===== src/rtl/led_stretch_pkg.sv =====
// Shared types and helpers for the LED pulse stretcher.
// The state encoding always includes GAP so it is identical with or without LED_STRETCH_GAP_EN.
package led_pkg;

    typedef enum logic [1:0] {
        IDLE = 2'd0,
        ON   = 2'd1,
        GAP  = 2'd2
    } state_t;

    localparam int LED_STRETCH_DEFAULT = 5_000_000;
    localparam int LED_GAP_DEFAULT     = 2_500_000;

    function automatic int cnt_width(input int n);
        return $clog2(n + 1);
    endfunction

    function automatic int max_int(input int a, input int b);
        return (a > b) ? a : b;
    endfunction

endpackage


===== src/rtl/led_stretch_one.sv =====
// Single-channel pulse stretcher: holds the output high for STRETCH_CYCLES after the last input high.
// With LED_STRETCH_GAP_EN defined, every blink is followed by a GAP_CYCLES forced-low gap.
module stretch_one
    import led_pkg::*;
#(
    parameter int STRETCH_CYCLES = LED_STRETCH_DEFAULT,
    parameter int GAP_CYCLES     = LED_GAP_DEFAULT
) (
    input  logic clock,
    input  logic reset,
    input  logic led,
    output logic led_stretched
);

`ifdef LED_STRETCH_GAP_EN
    localparam int CW = max_int(cnt_width(STRETCH_CYCLES), cnt_width(GAP_CYCLES));
`else
    localparam int CW = cnt_width(STRETCH_CYCLES);
`endif

    localparam logic [CW-1:0] STRETCH_RELOAD = CW'(STRETCH_CYCLES - 1);

    // Standalone sanity checks so the channel cannot be built with a degenerate count.
    if (STRETCH_CYCLES < 2) begin : g_bad_stretch
        $error("stretch_one: STRETCH_CYCLES must be >= 2");
    end
    if (GAP_CYCLES < 1) begin : g_bad_gap
        $error("stretch_one: GAP_CYCLES must be >= 1");
    end

    state_t        state;
    state_t        state_nxt;
    logic [CW-1:0] cnt;
    logic [CW-1:0] cnt_nxt;

`ifdef LED_STRETCH_GAP_EN
    localparam logic [CW-1:0] GAP_RELOAD = CW'(GAP_CYCLES - 1);

    logic pending;
    logic pending_nxt;

    // Reset wins over any led activity sampled on the same edge.
    always_ff @(posedge clock) begin
        if (!reset) begin
            state   <= IDLE;
            cnt     <= '0;
            pending <= 1'b0;
        end else begin
            state   <= state_nxt;
            cnt     <= cnt_nxt;
            pending <= pending_nxt;
        end
    end
`else
    always_ff @(posedge clock) begin
        if (!reset) begin
            state <= IDLE;
            cnt   <= '0;
        end else begin
            state <= state_nxt;
            cnt   <= cnt_nxt;
        end
    end
`endif

    // Counter only reloads or counts down to zero; a reload always beats the exit on cnt==0.
    always_comb begin
        state_nxt = state;
        cnt_nxt   = cnt;
`ifdef LED_STRETCH_GAP_EN
        pending_nxt = pending;
`endif
        case (state)
            IDLE: begin
                if (led) begin
                    state_nxt = ON;
                    cnt_nxt   = STRETCH_RELOAD;
                end
            end
            ON: begin
                if (led) begin
                    cnt_nxt = STRETCH_RELOAD;
                end else if (cnt != '0) begin
                    cnt_nxt = cnt - 1'b1;
                end else begin
`ifdef LED_STRETCH_GAP_EN
                    state_nxt = GAP;
                    cnt_nxt   = GAP_RELOAD;
`else
                    state_nxt = IDLE;
`endif
                end
            end
`ifdef LED_STRETCH_GAP_EN
            // Events during the gap are remembered, not allowed to shorten or extend it.
            GAP: begin
                if (cnt != '0) begin
                    cnt_nxt = cnt - 1'b1;
                    if (led) begin
                        pending_nxt = 1'b1;
                    end
                end else if (pending || led) begin
                    state_nxt   = ON;
                    cnt_nxt     = STRETCH_RELOAD;
                    pending_nxt = 1'b0;
                end else begin
                    state_nxt = IDLE;
                end
            end
`endif
            default: begin
                state_nxt = IDLE;
                cnt_nxt   = '0;
            end
        endcase
    end

    assign led_stretched = (state == ON);

endmodule


===== src/rtl/led_stretch.sv =====
// Multi-channel LED pulse stretcher: one independent stretch_one per output bit.
// Optional forced gap between blinks is enabled by defining LED_STRETCH_GAP_EN.
module led_stretch
    import led_pkg::*;
#(
    parameter int OUTPUTS        = 16,
    parameter int STRETCH_CYCLES = LED_STRETCH_DEFAULT,
    parameter int GAP_CYCLES     = LED_GAP_DEFAULT
) (
    input  logic               clock,
    input  logic               reset,
    input  logic [OUTPUTS-1:0] led,
    output logic [OUTPUTS-1:0] led_stretched
);

    if (STRETCH_CYCLES < 2) begin : g_bad_stretch
        $error("led_stretch: STRETCH_CYCLES must be >= 2");
    end
    if (GAP_CYCLES < 1) begin : g_bad_gap
        $error("led_stretch: GAP_CYCLES must be >= 1");
    end

    for (genvar i = 0; i < OUTPUTS; i++) begin : g_chan
        stretch_one #(
            .STRETCH_CYCLES(STRETCH_CYCLES),
            .GAP_CYCLES    (GAP_CYCLES)
        ) u_stretch (
            .clock        (clock),
            .reset        (reset),
            .led          (led[i]),
            .led_stretched(led_stretched[i])
        );
    end

endmodule


===== config.mk =====
export PLATFORM = sky130hd
export DESIGN_NAME = led_stretch
export DESIGN_NICKNAME = d
export VERILOG_FILES = /design/src/rtl/led_stretch_pkg.sv /design/src/rtl/led_stretch_one.sv /design/src/rtl/led_stretch.sv
export SDC_FILE = /design/constraint.sdc
export NUM_CORES = 1
export LEC_CHECK = 0
export BUFFER_PORTS_ARGS = -buffer_cell sky130_fd_sc_hd__buf_4
export CORE_MARGIN = 2
export CORE_UTILIZATION = 50
export CTS_CLUSTER_SIZE = 12
export DETAILED_ROUTE_END_ITERATION = 10
export PLACE_DENSITY = 0.66
export SYNTH_ARGS = -nofsm -noshare
export SYNTH_HDL_FRONTEND = slang
export SYNTH_SLANG_ARGS = --single-unit

===== constraint.sdc =====
create_clock -name clock -period 2.8 [get_ports clock]
set_input_delay 0.42 -clock clock [delete_from_list [all_inputs] [get_ports clock]]
set_output_delay 0.42 -clock clock [all_outputs]
set_load 0.05 [all_outputs]

==> results of run 1 <==
-- flip-flops by register name, summed over array words and instances (netlist names) --
signal                  flops
g_chan.u_stretch.state     16
g_chan.u_stretch.cnt      368
-- power by group through the flow --
stage / clock network (W) / registers [W] / logic, W
global route: 0.00619 / 0.00609 / 0.00188
CTS: 0.00598 / 0.00603 / 0.00168
global placement: 0 / 0.00614 / 0.00163
detailed placement: 0 / 0.00615 / 0.00167
floorplan: 0 / 0.00606 / 0.00130
finish: 0.00582 / 0.00604 / 0.00169
-- cells by family after synthesis --
| kind of cell | Yosys count | synth area share |
|---|---|---|
| and+or+nand+nor | 854 | 0.2558 |
| AOI/OAI and AO/OA | 631 | 0.2186 |
| DFF | 384 | 0.4014 |
| buffers and inverters | 191 | 0.04155 |
| xor gates and xnor gates | 147 | 0.06723 |
| adders and majority gates | 17 | 0.01111 |
| muxes | 8 | 0.004247 |
-- cells in the final DEF (no fill, tap or decap), types with 15 or more instances in the layout --
| cell type | instances |
|---|---|
| sky130_fd_sc_hd__a211oi_1 | 28 |
| sky130_fd_sc_hd__a21oi_1 | 187 |
| sky130_fd_sc_hd__a31oi_1 | 59 |
| sky130_fd_sc_hd__buf_4 | 93 |
| sky130_fd_sc_hd__clkbuf_16 | 45 |
| sky130_fd_sc_hd__dfxtp_1 | 384 |
| sky130_fd_sc_hd__ha_1 | 17 |
| sky130_fd_sc_hd__inv_1 | 74 |
| sky130_fd_sc_hd__nand2_1 | 77 |
| sky130_fd_sc_hd__nand3_1 | 40 |
| sky130_fd_sc_hd__nand4_1 | 28 |
| sky130_fd_sc_hd__nor2_1 | 169 |
| sky130_fd_sc_hd__nor3_1 | 94 |
| sky130_fd_sc_hd__nor3b_1 | 17 |
| sky130_fd_sc_hd__nor4_1 | 79 |
| sky130_fd_sc_hd__o211ai_1 | 39 |
| sky130_fd_sc_hd__o21a_1 | 47 |
| sky130_fd_sc_hd__o21ai_0 | 67 |
| sky130_fd_sc_hd__o31a_1 | 37 |
| sky130_fd_sc_hd__o31ai_1 | 65 |
| sky130_fd_sc_hd__o41ai_1 | 15 |
| sky130_fd_sc_hd__or2_2 | 24 |
| sky130_fd_sc_hd__or3_1 | 105 |
| sky130_fd_sc_hd__or4_1 | 123 |
| sky130_fd_sc_hd__xnor2_1 | 82 |
| sky130_fd_sc_hd__xor2_1 | 65 |
-- layout make-up --
class	count	area (um2)	share of cell area
flip-flops and latches	384	7687	0.3576
clock buffers	61	1256	0.05843
clock inverters	14	197.7	0.009196
well taps	511	639.4	0.02974
multi-input cells	1657	10670	0.4964
repair buffers	96	758.2	0.03527
inverters	75	286.5	0.01333
-- synth_stat cells (all sizes together), types with 75 or more instances --
master  instances
clkbuf         90
or3           106
o21ai          77
a21oi         187
dfxtp         384
inv            75
xnor2          82
nor2          169
nand2          77
nor3           94
nor4           81
or4           125
-- what timing repair did --
| item | 4_1_cts | 5_1_grt |
|---|---|---|
| setup endpoints to repair | 0 | 2 |
| hold buffers | 0 | 0 |
| gates resized for setup | 0 | 1 |
-- per-layer routing --
layer,vias up,track usage
met5,-,0
met4,0,0.07023
met3,56,0.03004
met2,238,0.3720
met1,8050,0.2848
li1,8588,-
-- path summary, 6_finish.rpt --
kind | cells past startpoint | endpoint | startpoint
max | 5 | g_chan[8].u_stretch.cnt[1] | g_chan[8].u_stretch.cnt[2]
min | 2 | g_chan[14].u_stretch.cnt[5] | led[14]
max reg2reg | 5 | g_chan[8].u_stretch.cnt[1] | g_chan[8].u_stretch.cnt[2]
min reg2reg | 2 | g_chan[5].u_stretch.cnt[7] | g_chan[5].u_stretch.cnt[7]
-- metrics by stage --
stage               area, um2  cells  hold slack (ns)  setup slack, ns    util
floorplan               19150   2232           0.4393           0.2655       -
global placement        20040   2723           0.4534           0.1943  0.5320
detailed placement      20040   2723           0.4572           0.1720  0.5320
CTS                     21490   2798          0.09294           0.1433  0.5706
global route            21500   2798           0.1068          0.01085  0.5708
finish                  21500   2798           0.1249           0.1506  0.5708
==> impl_summary.md, run 1 <==
Run status
The run finished with clean final reports.

CTS
Post-CTS timing repair inserted 0 buffers for setup. The clock latency on the worst-skew pair is between 0.5 and 0.6 ns. The clock net in this run drives a total of between 300 and 400 sinks. The maximum level of the CTS H-tree is 2.

In this run, CTS created clock tree buffers numbering between 40 and 50. The clock tree from TritonCTS is built. The tree is rooted in a sky130_fd_sc_hd__clkbuf_16. After clock tree synthesis, the clock-pin slew on the worst setup and hold paths is ~0.06 ns.

In this run the deepest clock path goes through 3 buffers.

GRT
The global-route wire length before repair is 74.22 mm. The via count of the first global-routing pass is approximately 16000. The overall track demand over capacity in global routing is 0.2180. The number of antenna violations at the first check in global routing was 0. The total overflow left after global routing is 0. Entering global routing, the biggest net connects 56 pins.

Job
Across the run, the number of max-cap violations was 0.

STA
The post-route clock skew is approximately 0.014 ns. Derived from the worst setup path, the maximum achievable clock frequency is roughly 0.38 GHz. The worst path in the final design needs a cycle of around 2.6 ns, including I/O delays and setup. The count of final hold-check violations is 0. The count of pins over their slew limit is 0. The pin slew with the least headroom to its limit is between 0.8 and 0.9 ns. Dividing the final minimum period by the clock period gives 0.9462. The number of failing setup endpoints in the final timing report is 0.

The summed negative setup slack over all endpoints is 0 ns. Setup repair after global routing left no endpoint under its margin. Headroom to the max-slew limit came out at 0.4043.

Detailed routing
In this run the top signal layer used is met4. The post-detailed-route wirelength per cell is 15.55 um. In this run the remaining antenna-violating nets after routing total 0. The total DRC errors in the routed layout is 0. In this run, the number of DRC markers left after iteration 0 of detailed routing was roughly 700. The total wire length after detailed routing is approximately 44 mm. The total via count in the routed design is 16932.

The sum of met2 wire segment lengths after detailed routing is between 20 and 25 mm. The routed design uses 1.482 mm of met3 wire. For this run, the detailed router's first-pass iteration total came to 4. After detailed routing, the number of vias per cell comes to between 6 and 7.

The total routed wire length on the met1 layer is ~21 mm.

Worst setup path
The category of the worst setup path capture point is a flip-flop. The buffer and inverter count on the worst path is 0. The setup check on the worst reg-to-reg path leaves a slack of roughly 0.15 ns. The cell with the most instances on the worst path is sky130_fd_sc_hd__or4_4. In this design, the stage delay of the slowest critical-path cell is ~0.57 ns. The data required time of the critical path is between 3 and 4 ns. The largest fanout on the critical path is 7. The slowest cell on the critical path is sky130_fd_sc_hd__or4_4. Data arrives at the worst endpoint at 3.08 ns. The critical path goes through or4_4 > or4_4 > or4_1 > and2_1 > o311a_1. The category of the worst setup path launch point is a flip-flop. The cell family contributing the most delay on the critical path is simple AND/OR/NAND/NOR gates. The type of the setup path with the least slack is reg -> reg.

Power
Power spread over the standard cell area amounts to between 600 and 700 nW/um2. Summed over all cells, the static leakage comes to around 7.3 nW. The part of the total power dissipated in combinational logic is 0.124. For this design the total switching power over the nets is between 0.003 and 0.004 W. The share of total power dissipated in sequential elements is 0.446. Of the total power, the share spent switching nets is 0.2636. The proportion of power drawn by the clock network is 0.430.

The design draws between 0.01 and 0.015 W. The worst voltage drop across the vdd grid is 0.0004026 V. The cell-internal power is roughly 0.010 W.

Synth
In this run, synthesis inferred 0 flip-flops with an integrated enable. The net count after synthesis is around 2300. The portion of the post-synthesis area used by sequential elements is 0.4014.

The count of unique library cells instantiated by Yosys is 68. Yosys attributes the largest share of cell area to sky130_fd_sc_hd__dfxtp_1, sky130_fd_sc_hd__a21oi_1, sky130_fd_sc_hd__or4_1. The area fraction of the dominant cell type after synthesis is 0.4014. In the synthesized netlist the dominant register cell turns out to be sky130_fd_sc_hd__dfxtp_1. Of all flip-flops after synthesis, the portion carrying an async set or reset was 0.

Synthesis inferred approximately 380 register bits. The mean instance size in the synthesized netlist is between 8 and 9 um2. Synthesis handed over a netlist of roughly 2200 instances.

In this run the cell area of the synthesized design comes to around 19000 um2. The cell type with the highest aggregate area in the netlist is sky130_fd_sc_hd__dfxtp_1. The count of synthesis-stage warnings from yosys is 0.

Cells and area
In the final layout, the share of cells above drive strength 1 is 0.09488. At the end of the flow, the number of nets in the layout was 2292. The area growth from synthesis to layout is 12.26%. The final antenna diode count is 0.

Counting the fill cells in the layout gives about 3400.

Floorplanning
The vertical extent of the die is between 150 and 200 um. The die covers ~40000 um2. After floorplanning, the core was divided into 71 placement rows.

The die outline width is around 200 um. The floorplan step defined a core boundary enclosing 37670 um2. For this configuration, the core starts out at a cell density of 0.5084.

The number of top-level pins is 34.

Min path
The type of the worst min-delay path is in -> reg.

Place
In this run the tool buffered the top-level ports with 33 buffer cells. The congestion estimate from routability-driven global placement came to approximately 0.85. The HPWL after detailed placement is around 29 mm.
Note: power is estimated with default switching activity, not from simulation.
==> inputs of run 2 (changes only) <==
--- a/config.mk
+++ b/config.mk
@@ -5,12 +5,13 @@
 export SDC_FILE = /design/constraint.sdc
 export NUM_CORES = 1
 export LEC_CHECK = 0
+export ABC_AREA = 1
 export BUFFER_PORTS_ARGS = -buffer_cell sky130_fd_sc_hd__buf_4
 export CORE_MARGIN = 2
 export CORE_UTILIZATION = 50
-export CTS_CLUSTER_SIZE = 12
+export CTS_CLUSTER_SIZE = 20
 export DETAILED_ROUTE_END_ITERATION = 10
-export PLACE_DENSITY = 0.66
+export PLACE_DENSITY = 0.7
 export SYNTH_ARGS = -nofsm -noshare
 export SYNTH_HDL_FRONTEND = slang
 export SYNTH_SLANG_ARGS = --single-unit
==> run 2 against run 1 <==
Compared with the run above:
- fmax grew 21%
- wire length up 22%
- critical path depth rose by 6
- register-to-register slack gained 0.47 ns
==> impl_summary.md, run 2 <==
Synth
The portion of the post-synthesis area used by sequential elements is 0.3399 (-0.06153). The count of unique library cells instantiated by Yosys is 49 (-28%). By area the synthesized netlist is led by sky130_fd_sc_hd__dfxtp_1, sky130_fd_sc_hd__nand2_1, sky130_fd_sc_hd__nor2_1.

The mean instance size in the synthesized netlist was 6.168 um2 (-28%). Among all flip-flop cells after synthesis, the most frequent one is sky130_fd_sc_hd__dfxtp_1. The net count after synthesis is 3702 (+63%). The number of synthesized flops with an enable pin came to 0 (unchanged). The synthesized cell area is 22620 um2 (+18%). In the synthesized netlist, the cells that appear most often are sky130_fd_sc_hd__nand2_1, sky130_fd_sc_hd__nor2_1, sky130_fd_sc_hd__inv_1, sky130_fd_sc_hd__dfxtp_1, sky130_fd_sc_hd__nand3_1. The number of flip-flops and latches in the synthesized netlist is 384 (unchanged). The count of synthesis-stage warnings from yosys is 0 (unchanged).

The area fraction of the dominant cell type after synthesis is 0.3399 (-0.06153). The fraction of registers with async set or reset after synthesis is 0 (unchanged). The number of instances in the synthesized netlist is 3667 (+64%). The cell type with the highest aggregate area in the netlist is sky130_fd_sc_hd__dfxtp_1.

The most frequent cell after synthesis is sky130_fd_sc_hd__nand2_1.

Detailed routing
The number of nets with antenna violations after detailed routing is 0 (unchanged). The post-detailed-route wirelength per cell came to 12.34 um (-21%). The number of DRC markers in iteration 0 was 1544 (+120%). The total wire length after detailed routing was 53.10 mm (+22%). The total DRC errors in the routed layout came to 0 (unchanged). The number of iterations in the first detailed-routing pass is 6 (+2). The post-detailed-route via-to-cell ratio is 5.167 (-15%).

The total via count in the routed design is 22238 (+31%).

Worst setup path
The largest stage delay on the critical path is 0.31 ns (-0.26 ns). The number of cells on the worst reg-to-reg path is 11 (+6). The largest fanout on the critical path is 18 (+11). The category of the worst setup path launch point is a flip-flop.

The logic depth of the worst path, buffers included is 11 (+6). The endpoint of the lowest-slack register-to-register path is g_chan[14].u_stretch.cnt[11]. The type of the setup path with the least slack is reg -> reg. In this run the critical register-to-register path is launched from g_chan[14].u_stretch.cnt[0]. The reg-to-reg setup timing slack is 0.62 ns (+0.47 ns).

The capturing element of the worst setup path is g_chan[14].u_stretch.cnt[11]. The category of the worst setup path capture point is a flip-flop. The data arrival time of the critical path is 2.64 ns (-0.44 ns). For this design, the slowest cell found on the critical path is sky130_fd_sc_hd__dfxtp_1.

In this run the worst setup path begins at g_chan[14].u_stretch.cnt[0]. The data required time of the critical path is 3.26 ns (+0.03 ns). The gate family responsible for the most delay along the worst path is simple AND/OR/NAND/NOR gates. The buffer and inverter count on the worst path is 2 (+2). The signal on the critical path passes through inv_1 > ha_1 > nand3_1 > nor2_2 > nand3_1 > nand2_1 > nand2_2 > nand2_1 > inv_1 > o21ai_0 > o21ai_0.

Power
The power per cell area was 595.9 nW/um2 (-5.4%). The power dissipated by switching net loads came to 0.004312 W (+21%). The proportion of power drawn by the clock network is 0.428 (-0.002). The share of total power in sequential cells is 0.412 (-0.034). The part of the total power dissipated in combinational logic came to 0.159 (+0.035).

The switching share of total power is 0.2911 (+0.02753). The leakage dissipation is 11.33 nW (+55%). The worst voltage drop across the vdd grid is 0.0004316 V (+7.2%). The cell-internal power is 0.01050 W (+5.2%).

Place
The post-place instance area is 23230 um2 (+16%). The global placer's final weighted congestion is 0.9126 (+7.2%). The worst slack at placement came to 0.6231 ns (+0.4512 ns). The post-DP HPWL is 37.10 mm (+28%). The total of buffers placed on input and output ports was 33 (unchanged).

STA
The summed negative setup slack over all endpoints is 0 ns (unchanged). The fraction of the cycle the final worst path needs came to 0.7788 (-0.1674). The count of pins over their slew limit is 0 (unchanged). The post-route clock skew is 0.01148 ns (-0.002578 ns).

The worst path setup slack after routing is 0.6193 ns (+0.4687 ns). The pin slew with the least headroom to its limit came to 0.6862 ns (-0.1992 ns). The number of failing setup endpoints in the final timing report was 0 (unchanged). The count of final hold-check violations was 0 (unchanged). The timing-limited maximum frequency came to 0.4586 GHz (+21%). The final critical delay including setup and external delays was 2.181 ns (-0.4687 ns). The headroom to the max-slew limit was 0.5409 (+0.1366).

Setup repair after global routing left no endpoint under its margin.

GRT
The met3 track demand over resource came to 0.02961 (-0.0004282). The overall track demand over capacity in global routing is 0.2279 (+0.009837). The largest net degree at the start of global routing is 110 (+96%). The met2 usage in global routing is 0.3720 (about the same).

The number of antenna violations at the first check in global routing came to 0 (unchanged). The global route total overflow is 0 (unchanged). The via count of the first global-routing pass is 20128 (+27%). The global-route wire length before repair is 93.03 mm (+25%). The global routing met1 resource utilization is 0.3144 (+0.02962). The busiest metal layer after global routing is met2.

Cells and area
The number of flip-flops under the largest register name came to 368 (unchanged). Leaving out fill and tap cells, the most frequent cells in the layout are sky130_fd_sc_hd__nand2_1, sky130_fd_sc_hd__nor2_1, sky130_fd_sc_hd__inv_1. The area added between synthesis and finish is 9.885%. The fill cell instance count of the final layout came to 4471 (+30%). The final instance area is 24850 um2 (+16%).

The share of cells above drive strength 1 is 0.07462 (-0.02026). The largest registers in the layout are g_chan.u_stretch.cnt (368), g_chan.u_stretch.state (16). The net total in the final layout was 3710 (+62%). The most flop-heavy register is g_chan.u_stretch.cnt. The library cell used most frequently in the layout, excluding fill and tap cells, is sky130_fd_sc_hd__nand2_1. The final antenna diode count was 0 (unchanged).

CTS
The number of buffers created by CTS is 46 (+7.0%). The number of buffers between clock root and the deepest sink is 3 (unchanged). The maximum level of the CTS H-tree is 2 (unchanged). The total setup buffers inserted after CTS is 0 (unchanged).

The clock latency on the worst-skew pair is 0.58 ns (+0.02 ns). The number of buffers inserted by hold repair at cts was 0 (unchanged). The root buffer cell chosen for the clock tree is sky130_fd_sc_hd__clkbuf_16. The count of instances resized after the clock tree is built is 0 (unchanged). The number of clock sinks seen by CTS is 384 (unchanged). TritonCTS built the clock tree. The clock-pin slew on the worst setup and hold paths is 0.06 ns (about the same).

Floorplanning
The initial core utilization is 0.5093 (+0.0008169). The number of rows created at floorplan came to 77 (+8.5%). The vertical extent of the die is 216.7 um (+8.5%). The die outline width is 216.7 um (+8.5%). The die outline area is 46950 um2 (+18%).

The number of top-level pins is 34 (unchanged). The area of the placeable core came to 44410 um2 (+18%).

Min path
The type of the worst min-delay path is in -> reg.

Job
The number of maximum-capacitance violations was 0 (unchanged).

Run status
The flow ran to the end, and the final reports show no timing, DRC or antenna violations.
## run 2: cell count changes in the layout (fill, tap and decap cells not counted), moves of 72 or more
cell                      change
sky130_fd_sc_hd__o21ai_0     +91
sky130_fd_sc_hd__or4_1      -123
sky130_fd_sc_hd__nand4_1     +93
sky130_fd_sc_hd__nor2_1     +450
sky130_fd_sc_hd__nand2_1    +856
sky130_fd_sc_hd__inv_1      +392
sky130_fd_sc_hd__nand3_1    +251
sky130_fd_sc_hd__nor4_1      -72
sky130_fd_sc_hd__or3_1      -105
sky130_fd_sc_hd__xnor2_1     -76
## run 2: through the flow
step                total power (W)  std cells  hold WS (ns)    util
floorplan                  0.008042       3667        0.4391       -
global placement           0.008530       4219        0.4481  0.5229
detailed placement         0.008550       4219        0.4520  0.5229
CTS                         0.01497       4304       0.07438  0.5596
global route                0.01560       4304        0.1009  0.5596
finish                      0.01481       4304        0.1052  0.5596
## run 2: how the worst min path moves through the flow
stage / start / endpoint / slack, ns / cells past startpoint
after floorplan: g_chan[3].u_stretch.cnt[2] / g_chan[3].u_stretch.cnt[2] / 0.44 / 2
after global placement: g_chan[10].u_stretch.cnt[22] / g_chan[10].u_stretch.cnt[22] / 0.45 / 2
after detailed placement: g_chan[5].u_stretch.cnt[1] / g_chan[5].u_stretch.cnt[1] / 0.45 / 2
after CTS: led[6] / g_chan[6].u_stretch.cnt[22] / 0.07 / 3
after global routing: led[6] / g_chan[6].u_stretch.cnt[22] / 0.10 / 3
final: led[6] / g_chan[6].u_stretch.cnt[22] / 0.11 / 3
## run 2: cells by family (layout without fill, tap and decap cells)
group / after synthesis / count (layout) / synth area share
simple gates: 2215 / 2215 / 0.4338
compound gates: 441 / 441 / 0.1008
buf+inv: 583 / 628 / 0.1057
flops: 384 / 384 / 0.3399
fa+ha+maj: 17 / 17 / 0.009404
xor+xnor: 27 / 27 / 0.01046
## run 2: power by group through the flow
| stage | logic [W] | clock network [W] | registers, W |
|---|---|---|---|
| after floorplan | 0.00192 | 0 | 0.00612 |
| after global placement | 0.00231 | 0 | 0.00622 |
| after detailed placement | 0.00233 | 0 | 0.00622 |
| after CTS | 0.00235 | 0.00652 | 0.00610 |
| after global routing | 0.00271 | 0.00673 | 0.00616 |
| final | 0.00236 | 0.00634 | 0.00611 |
## run 2: final cells by class
type | instances | area [um2] | area share
clock buffer | 66 | 1370 | 0.05512
clock inverter | 19 | 257.7 | 0.01037
inverter | 493 | 1857 | 0.07471
multi-input combinational | 2700 | 12540 | 0.5046
sequential | 384 | 7687 | 0.3093
tap | 592 | 740.7 | 0.02980
timing repair buffer | 50 | 400.4 | 0.01611
## run 2: worst min-delay path: stages
cell	delay, ns
sky130_fd_sc_hd__buf_4	0.13
sky130_fd_sc_hd__nand2_1	0.05
sky130_fd_sc_hd__nand2_1	0.05
## run 2: layer usage
metal | vias to the layer above | wire length [um]
met4 | 0 | 1074
met3 | 78 | 2640
met1 | 9929 | 26010
met2 | 460 | 23380
met5 | - | 0
li1 | 11771 | -
==> inputs of run 3 (changes only) <==
==> constraint.sdc (replaced) <==
create_clock -name clock -period 2.1 [get_ports clock]
set_input_delay 0.315 -clock clock [delete_from_list [all_inputs] [get_ports clock]]
set_output_delay 0.315 -clock clock [all_outputs]
set_load 0.05 [all_outputs]
==> run 3 against run 2 <==
Compared with the run above:
- total power is 28% higher
- critical path depth stayed put
- via count is 0.56% lower
- highest routed layer unchanged
- wire length is 0.23% higher
- final area is 0.54% higher
- non-clock buffer count is 37 higher
- global-route usage is 0.21 points lower
- flip-flop and latch count stayed put
- largest cell class unchanged
- register-to-register slack worse by 0.42 ns
- core utilization is 0.30 points higher
- worst hold slack worse by 0.058 ns
- combinational power is 37% higher
==> impl_summary.md, run 3 (synthesis gave the netlist of run 2 again) <==
Run status
The flow ran to the end, and the final reports show no timing, DRC or antenna violations.

Cells and area
The top cell types in the final layout, fill and taps aside, are sky130_fd_sc_hd__nand2_1, sky130_fd_sc_hd__nor2_1, sky130_fd_sc_hd__inv_1. The area added between synthesis and finish is 10.48%. The fill cell instance count of the final layout is 4448 (-0.51%).

The core utilization of the finished layout was 0.5626 (+0.003042). The most flop-heavy register is g_chan.u_stretch.cnt. The largest registers in the layout are g_chan.u_stretch.cnt (368), g_chan.u_stretch.state (16).

The final antenna diode count is 0 (unchanged). The net total in the final layout is 3747 (+1.0%). The share of cells above drive strength 1 is 0.08075 (+0.006126). The number of flip-flops under the largest register name came to 368 (unchanged). The count of placed standard cells in the final layout, fillers left out is 4332 (+0.65%). The most common cell after layout, fill and taps aside is sky130_fd_sc_hd__nand2_1.

CTS
The clock-pin slew on the worst setup and hold paths is 0.06 ns (about the same). The number of clock sinks seen by CTS was 384 (unchanged). The root buffer cell chosen for the clock tree is sky130_fd_sc_hd__clkbuf_16. TritonCTS built the clock tree. The maximum level of the CTS H-tree is 2 (unchanged). The number of buffers between clock root and the deepest sink is 3 (unchanged). The clock latency on the worst-skew pair came to 0.58 ns (about the same). The number of buffers created by CTS is 46 (unchanged).

Power
The cell-internal power was 0.01333 W (+27%). The worst voltage drop across the vdd grid is 0.0005763 V (+34%). The part of the total power dissipated in combinational logic came to 0.170 (+0.011).

The share of total power in sequential cells came to 0.428 (+0.016). The power dissipated by switching net loads came to 0.005684 W (+32%). The switching share of total power is 0.2990 (+0.007847). The power per cell area is 760.9 nW/um2 (+28%). The proportion of power drawn by the clock network is 0.402 (-0.026). The leakage dissipation is 11.42 nW (+0.75%). The post-route total power is 0.01901 W (+28%).

Min path
The type of the worst min-delay path is in -> reg.

Worst setup path
The data arrival time of the critical path is 2.35 ns (-0.29 ns). The category of the worst setup path capture point is a flip-flop. The largest fanout on the critical path is 19 (+1).

By startpoint and endpoint, the worst setup path is classified as reg -> reg. The data required time of the critical path is 2.55 ns (-0.71 ns). The category of the worst setup path launch point is a flip-flop.

STA
Setup repair after global routing left no endpoint under its margin. The timing-limited maximum frequency was 0.5263 GHz (+15%). The count of final hold-check violations is 0 (unchanged). The summed negative setup slack over all endpoints came to 0 ns (unchanged).

The post-route clock skew came to 0.01951 ns (+0.008030 ns). The pin slew with the least headroom to its limit is 0.6284 ns (-0.05779 ns). The number of failing setup endpoints in the final timing report is 0 (unchanged).

The headroom to the max-slew limit is 0.5795 (+0.03867). The final critical delay including setup and external delays is 1.900 ns (-0.2807 ns). The count of pins over their slew limit is 0 (unchanged). The fraction of the cycle the final worst path needs came to 0.9048 (+0.1259).

Floorplanning
The number of top-level pins is 34 (unchanged). The area of the placeable core came to 44410 um2 (unchanged). The die outline width is 216.7 um (unchanged). The die outline area was 46950 um2 (unchanged). The number of rows created at floorplan is 77 (unchanged). The vertical extent of the die was 216.7 um (unchanged). The initial core utilization is 0.5093 (unchanged).

Place
The post-DP HPWL is 37.47 mm (+0.99%). The global placer's final weighted congestion was 0.9114 (-0.13%). The total of buffers placed on input and output ports is 33 (unchanged).

The total instance count after detailed placement was 4250 (+0.73%).

GRT
The number of antenna violations at the first check in global routing is 0 (unchanged). The overall track demand over capacity in global routing is 0.2258 (-0.002080). The global route total overflow came to 0 (unchanged). The via count of the first global-routing pass is 19979 (-0.74%). The global-route wire length before repair is 91.96 mm (-1.1%). The largest net degree at the start of global routing was 110 (unchanged).

Detailed routing
The post-detailed-route wirelength per cell was 12.29 um (-0.42%). The total DRC errors in the routed layout is 0 (unchanged). The total via count in the routed design came to 22113 (-0.56%).

The number of nets with antenna violations after detailed routing is 0 (unchanged). The post-detailed-route via-to-cell ratio is 5.105 (-1.2%). The total wire length after detailed routing was 53.22 mm (+0.23%). The number of iterations in the first detailed-routing pass is 6 (unchanged). The number of DRC markers in iteration 0 came to 1795 (+16%).

Job
The number of maximum-capacitance violations was 0 (unchanged).
-- run 3: cell types whose count changed in the layout (fill, tap and decap cells not counted), sizes merged --
cell	before	now
buf	50	81
bufinv	6	3
clkbuf	66	60
clkinv	18	19
dlygate4sd3	0	6
inv	486	485
-- run 3: routing by layer --
metal / track usage / wire length, um / share of wire
met3: 0.03523 / 2367 / 0.044
met4: 0.06575 / 1207 / 0.023
met5: 0 / 0 / 0
met1: 0.3111 / 26320 / 0.49
met2: 0.3646 / 23330 / 0.44
-- run 3: cell type report --
type                            count  area [um2]  share of cell area
Multi-Input combinational cell   2700       12570              0.5031
Sequential cell                   384        7687              0.3076
Inverter                          493        1867             0.07470
Clock buffer                       60        1255             0.05022
Tap cell                          592       740.7             0.02964
Timing Repair Buffer               87       705.7             0.02824
Clock inverter                     16       162.7            0.006509
-- run 3: critical path, cell delays in order (launching register included) --
cell and delay (ns):
sky130_fd_sc_hd__dfxtp_1 0.32, sky130_fd_sc_hd__inv_1 0.07, sky130_fd_sc_hd__ha_1 0.19, sky130_fd_sc_hd__nand2_1 0.10, sky130_fd_sc_hd__nor2_2 0.18, sky130_fd_sc_hd__nand3_1 0.14, sky130_fd_sc_hd__nand2_2 0.18, sky130_fd_sc_hd__nand2_4 0.18
sky130_fd_sc_hd__inv_2 0.16, sky130_fd_sc_hd__nor2_4 0.07, sky130_fd_sc_hd__o21ai_0 0.08, sky130_fd_sc_hd__o21ai_0 0.10
-- run 3: final timing paths --
check / cells after the start / slack, ns / end / from
hold / removal: 3 / 0.05 / g_chan[8].u_stretch.cnt[11] / led[8]
setup / recovery: 11 / 0.20 / g_chan[7].u_stretch.cnt[18] / g_chan[7].u_stretch.cnt[0]
setup reg to reg: 11 / 0.20 / g_chan[7].u_stretch.cnt[18] / g_chan[7].u_stretch.cnt[0]
hold reg to reg: 2 / 0.46 / g_chan[6].u_stretch.cnt[2] / g_chan[6].u_stretch.cnt[2]
-- run 3: power by group through the flow --
stage | clock (W) | combinational (W) | sequential, W
after floorplan | 0 | 0.00257 | 0.00816
after global placement | 0 | 0.00316 | 0.00827
after detailed placement | 0 | 0.00318 | 0.00827
after CTS | 0.00788 | 0.00321 | 0.00812
after global routing | 0.00817 | 0.00373 | 0.00819
final | 0.00765 | 0.00324 | 0.00813
-- run 3: stage by stage --
step / worst slack (ns) / hold WS [ns] / cell area (um2)
6_report: 0.2000 / 0.04692 / 24990
5_1_grt: 0.001761 / 0.04363 / 24990
4_1_cts: 0.1738 / 0.004104 / 24950
2_1_floorplan: 0.4483 / 0.4210 / 22620
3_3_place_gp: 0.2297 / 0.4486 / 23470
3_5_place_dp: 0.1839 / 0.4522 / 23470
-- run 3: repair_timing --
action,in CTS,in global routing
resized for setup,0,10
setup endpoints to repair,0,25
hold buffers,6,0
buffers inserted,0,0
endpoints found under the hold margin,6,0
